$ cat config.mk
export PLATFORM = sky130hd
export DESIGN_NAME = arc4_prga
export DESIGN_NICKNAME = d
export VERILOG_FILES = /design/src/rtl/arc4_prga.sv
export SDC_FILE = /design/constraint.sdc
export NUM_CORES = 1
export LEC_CHECK = 0
export ABC_AREA = 1
export BUFFER_PORTS_ARGS = -buffer_cell sky130_fd_sc_hd__buf_2
export CAP_MARGIN = 40
export CORE_UTILIZATION = 54
export DETAILED_ROUTE_END_ITERATION = 16
export PLACE_DENSITY = 0.87
export SETUP_SLACK_MARGIN = 0.4
export SYNTH_ARGS = -nofsm -noshare
export SYNTH_HDL_FRONTEND = slang
export SYNTH_SLANG_ARGS = --single-unit
$ cat constraint.sdc
create_clock -name clk -period 2.25 [get_ports clk]
set_clock_uncertainty 0.2 [all_clocks]
set_input_delay 0.1125 -clock clk [delete_from_list [all_inputs] [get_ports clk]]
set_output_delay 0.1125 -clock clk [all_outputs]
set_load 0.01 [all_outputs]
$ cat src/rtl/arc4_prga.sv
// ARC4 keystream generation and decryption stage.
// Reads length-prefixed ciphertext, writes length-prefixed plaintext.
module arc4_prga #(
    parameter bit CHECK_ASCII  = 1'b1,
    parameter bit ABORT_ON_BAD = 1'b1
) (
    input  logic       clk,
    input  logic       rst_n,
    input  logic       en,
    output logic       rdy,
    output logic       pt_bad,
    output logic [7:0] s_addr,
    input  logic [7:0] s_rddata,
    output logic [7:0] s_wrdata,
    output logic       s_wren,
    output logic [7:0] ct_addr,
    input  logic [7:0] ct_rddata,
    output logic [7:0] pt_addr,
    output logic [7:0] pt_wrdata,
    output logic       pt_wren
);

    typedef enum logic [3:0] {
        IDLE,
        RD_LEN,
        LD_LEN,
        WR_LEN,
        RD_I,
        LD_I,
        RD_J,
        LD_J,
        WR_I,
        WR_J,
        RD_PAD,
        WR_PT
    } state_t;

    state_t     state;
    state_t     state_nx;

    logic [7:0] i_q;
    logic [7:0] j_q;
    logic [7:0] k_q;
    logic [7:0] len_q;
    logic [7:0] si_q;
    logic [7:0] sj_q;
    logic [7:0] ct_q;
    logic       bad_q;

    logic [7:0] pt_byte;
    logic       byte_bad;
    logic       stop;
    logic       start;

    assign pt_byte  = ct_q ^ s_rddata;
    assign byte_bad = CHECK_ASCII &&
                      ((pt_byte < 8'h20) || (pt_byte > 8'h7e));
    assign stop     = (k_q == len_q) || (ABORT_ON_BAD && byte_bad);
    assign start    = (state == IDLE) && en;

    assign rdy      = (state == IDLE);
    assign pt_bad   = bad_q;

    // State register; reset abandons any run in progress.
    always_ff @(posedge clk or negedge rst_n) begin
        if (!rst_n) begin
            state <= IDLE;
        end else begin
            state <= state_nx;
        end
    end

    // Next-state sequencing, one cycle per state.
    always_comb begin
        state_nx = state;
        unique case (state)
            IDLE:    state_nx = start ? RD_LEN : IDLE;
            RD_LEN:  state_nx = LD_LEN;
            LD_LEN:  state_nx = WR_LEN;
            WR_LEN:  state_nx = (len_q == 8'd0) ? IDLE : RD_I;
            RD_I:    state_nx = LD_I;
            LD_I:    state_nx = RD_J;
            RD_J:    state_nx = LD_J;
            LD_J:    state_nx = WR_I;
            WR_I:    state_nx = WR_J;
            WR_J:    state_nx = RD_PAD;
            RD_PAD:  state_nx = WR_PT;
            WR_PT:   state_nx = stop ? IDLE : RD_I;
            default: state_nx = IDLE;
        endcase
    end

    // Datapath registers: indices, length, swap operands, ct byte, flag.
    always_ff @(posedge clk or negedge rst_n) begin
        if (!rst_n) begin
            i_q   <= 8'd0;
            j_q   <= 8'd0;
            k_q   <= 8'd0;
            len_q <= 8'd0;
            si_q  <= 8'd0;
            sj_q  <= 8'd0;
            ct_q  <= 8'd0;
            bad_q <= 1'b0;
        end else begin
            unique case (state)
                IDLE: begin
                    if (en) begin
                        i_q   <= 8'd0;
                        j_q   <= 8'd0;
                        k_q   <= 8'd0;
                        bad_q <= 1'b0;
                    end
                end
                LD_LEN: len_q <= ct_rddata;
                WR_LEN: k_q   <= 8'd1;
                LD_I: begin
                    si_q <= s_rddata;
                    ct_q <= ct_rddata;
                    i_q  <= i_q + 8'd1;
                    j_q  <= j_q + s_rddata;
                end
                LD_J: sj_q <= s_rddata;
                WR_PT: begin
                    if (byte_bad) begin
                        bad_q <= 1'b1;
                    end
                    if (!stop) begin
                        k_q <= k_q + 8'd1;
                    end
                end
                default: ;
            endcase
        end
    end

    // Memory addresses and write strobes decoded from the current state.
    always_comb begin
        s_addr    = 8'd0;
        s_wrdata  = 8'd0;
        s_wren    = 1'b0;
        ct_addr   = 8'd0;
        pt_addr   = 8'd0;
        pt_wrdata = 8'd0;
        pt_wren   = 1'b0;
        unique case (state)
            WR_LEN: begin
                pt_addr   = 8'd0;
                pt_wrdata = len_q;
                pt_wren   = 1'b1;
            end
            RD_I: begin
                s_addr  = i_q + 8'd1;
                ct_addr = k_q;
            end
            RD_J: s_addr = j_q;
            WR_I: begin
                s_addr   = i_q;
                s_wrdata = sj_q;
                s_wren   = 1'b1;
            end
            WR_J: begin
                s_addr   = j_q;
                s_wrdata = si_q;
                s_wren   = 1'b1;
            end
            RD_PAD: s_addr = si_q + sj_q;
            WR_PT: begin
                pt_addr   = k_q;
                pt_wrdata = pt_byte;
                pt_wren   = 1'b1;
            end
            default: ;
        endcase
    end

endmodule

==> flow_summary.yaml <==
cts:
  clock_latency_ns: 0.36
  path_clk_slew_ns: 0.08
  cts_buffer_depth: 2
  cts_tree: "built"
  cts_made_buffers: 9
  cts.htree.levels: 3
  numClockSinks: 61
  cts-root-buf: "clkbuf_8"
critical_path:
  critical_path_peak_fanout: 3
  worstSetupPathType: "flop to primary output"
  critPathArrivalTime_ns: 2.10
  end_kind: "primary output"
  start_kind: "flop"
  cp_data_required_time_ns: 1.94
placement:
  place.gp.congestion: 0.9292
  dp_hpwl_um: 8039
  io_buffers: 62
timing:
  setup_viol: 5
  rsz0062_at_grt: "yes"
  worst_slew_pin_slew_ns: 0.5966
  final_max_slew_viol_count: 0
  setup_ws_ns: -0.1632
  max_slew_margin_pct: 60.13
  fmax_mhz: 414.4
  timing.hold.ws_ns: 0.08154
  finalHoldViolCount: 0
  period_needed_ns: 2.413
  post-route-period-util_pct: 107.3
detailed_routing:
  drtIter0Drc: 819
  vias_per_cell: 6.712
  detail-route-antenna-nets: 0
  wl_per_cell_um: 22.76
  dr.pass1.iters: 8
  drc_errors: 0
  via_count: 5074
  finalWirelength_um: 17210
worst_hold_path:
  min_path_type: "input pin to flop"
die:
  start_util_pct: 57.30
  coreArea_sq_um: 6944
  io-pin-count: 63
  row_count: 30
  die_x_um: 87.84
  die_y_um: 87.84
  dieArea_sq_um: 7716
power:
  power.share.switching_pct: 49.33
  ir_drop_v: 0.0007429
  p_int_mw: 4.100
  switching_power_mw: 3.992
  clock_power_share_pct: 15.8
  power_density_nw_per_um2: 1401
  p_leak_nw: 2.864
  p_seq_share_pct: 26.7
  p_comb_share_pct: 57.5
synthesis:
  synthTopCellsByCount: "nand2_1, inv_1, dfrtp_1, o21ai_0, nor2_1"
  synth.distinct_cells: 37
  yosys-top-cells-area: "dfrtp_1, nand2_1, inv_1"
  synth_mux_area_share_pct: 0
  synth_top_family_by_area: "simple AND/OR/NAND/NOR gates"
  synth_xor_area_share_pct: 4.182
  yosysMostFrequentCell: "nand2_1"
  yosys_most_used_dff: "dfrtp_1"
  synth_seq_cells: 61
  synth-compound-area-share_pct: 15.88
  synth_fp_nets: 576
  yosys.area_share.adder_pct: 6.038
  synth_edf_count: 0
  yosysWarningCount: 0
  synth_seq_area_share_pct: 38.36
  synth.cell_area_sq_um: 3979
  synth_simple_gate_area_share_pct: 26.79
  synth_top_area_share_pct: 38.36
  synth_area_per_cell_sq_um: 7.382
  synth_area_leader_cell: "dfrtp_1"
  netlist_instances: 539
  synthArstFlopShare_pct: 100.0
run_status:
  outcome: "finished, violations left"
  violations: "setup timing"
global_route:
  grt_max_degree: 62
  grt_first_pass_wirelength_um: 19870
  grt_pass1_vias: 4192
  antenna_found_initial: 0
  grt_overflow_total: 0
  grtUsageTotal_pct: 34.17
final_layout:
  nets: 692
  final_core_util_pct: 83.17
  drive_gt1_share_pct: 34.39
  nFillCells: 353
  synthToLayoutAreaGrowth_pct: 45.16
  diodes: 0
run:
  cap_violations: 0
==> layer usage <==
| layer | GRT usage (%) | up-vias | wire, um |
|---|---|---|---|
| met5 | 0 | - | 0 |
| met4 | 19.23 | 0 | 1627 |
| met3 | 7.634 | 193 | 2131 |
| met2 | 55.95 | 574 | 7755 |
| met1 | 41.69 | 2299 | 5693 |
| li1 | - | 2008 | - |
==> power groups by stage <==
stage	Clock, mW	Combinational (mW)	Sequential (mW)
final	1.28	4.65	2.16
after global routing	1.31	4.91	2.18
after CTS	1.23	3.58	2.04
after detailed placement	0	2.94	2.03
after global placement	0	2.81	2.00
after floorplan	0	2.19	1.90
==> logic make-up after synthesis <==
group	Yosys count
and+or+nand+nor	248
AOI/OAI and AO/OA	104
buffers and inverters	89
DFF	61
xor gates and xnor gates	19
adders and majority gates	18
==> stage by stage <==
step | setup TNS [ns] | setup WS [ns] | power (mW) | instances | area (sq um)
after global placement | 0 | 0.3152 | 4.808 | 689 | 4397
after CTS | 0 | 0.004362 | 6.850 | 744 | 5192
after floorplan | 0 | 0.4547 | 4.098 | 539 | 3979
after global routing | -0.9599 | -0.1449 | 8.404 | 756 | 5776
after detailed placement | 0 | 0.2481 | 4.970 | 689 | 4397
final | -0.2878 | -0.1632 | 8.092 | 756 | 5776
==> path summary, 6_finish.rpt <==
path | from | depth (start not counted) | end | slack (ns)
worst min register to register | pt_bad | 1 | pt_bad | 0.30
min in group asynchronous | rst_n | 3 | i_q[3] | 0.10
worst max register to register | state[1] | 4 | state[3] | 0.23
max in group asynchronous | rst_n | 3 | k_q[2] | 1.44
worst min-delay path | s_rddata[6] | 3 | si_q[6] | 0.08
worst max-delay path | si_q[0] | 8 | s_addr[4] | -0.16
==> sequential cells by signal (all words and copies together) (netlist names) <==
register and flops:
pt_bad 1, state 4, sj_q 8, si_q 8, k_q 8, ct_q 8
len_q 8, j_q 8, i_q 8
==> worst max-delay path, stage by stage (launching register included) <==
cell and delay, ns:
dfrtp_1 0.39, ha_2 0.20, inv_2 0.05, fa_2 0.38, nor2_1 0.21, o21ai_0 0.14, nand2_1 0.10, o221ai_1 0.10
buf_2 0.16
==> cell usage in the layout (no fill, tap or decap), types with 6 or more instances in the layout <==
cell / count
nand3_1: 31
xor2_1: 14
dlygate4sd3_1: 18
inv_1: 57
nand2_2: 13
o21ai_0: 43
clkbuf_8: 10
a21oi_1: 9
buf_6: 26
inv_2: 13
buf_4: 24
a32o_1: 7
nand2_1: 132
nand2_4: 9
nor2_2: 6
buf_2: 45
nor2_4: 23
nor2_1: 13
nand4_1: 9
ha_1: 7
ha_4: 7
dfrtp_1: 57
==> final cells by class <==
class                   count  area, sq um  share of cell area, %
clock buffers              10        137.6                  2.383
clock inverters             6        110.1                  1.906
inverters                  76        314.1                  5.438
multi-input cells         389         2584                  44.74
flip-flops and latches     61         1531                  26.52
well taps                  96        120.1                  2.080
repair buffers            118        978.4                  16.94
==> timing repair <==
item | 4_1_cts | 5_1_grt
resized for setup | 60 | 124
buffers inserted | 21 | 11
hold buffers | 18 | 0
pin swaps | 12 | 14
endpoints found under the setup margin | 50 | 70
gates cloned | 0 | 1
hold endpoints to repair | 93 | 0
Note: power is estimated with default switching activity, not from simulation.
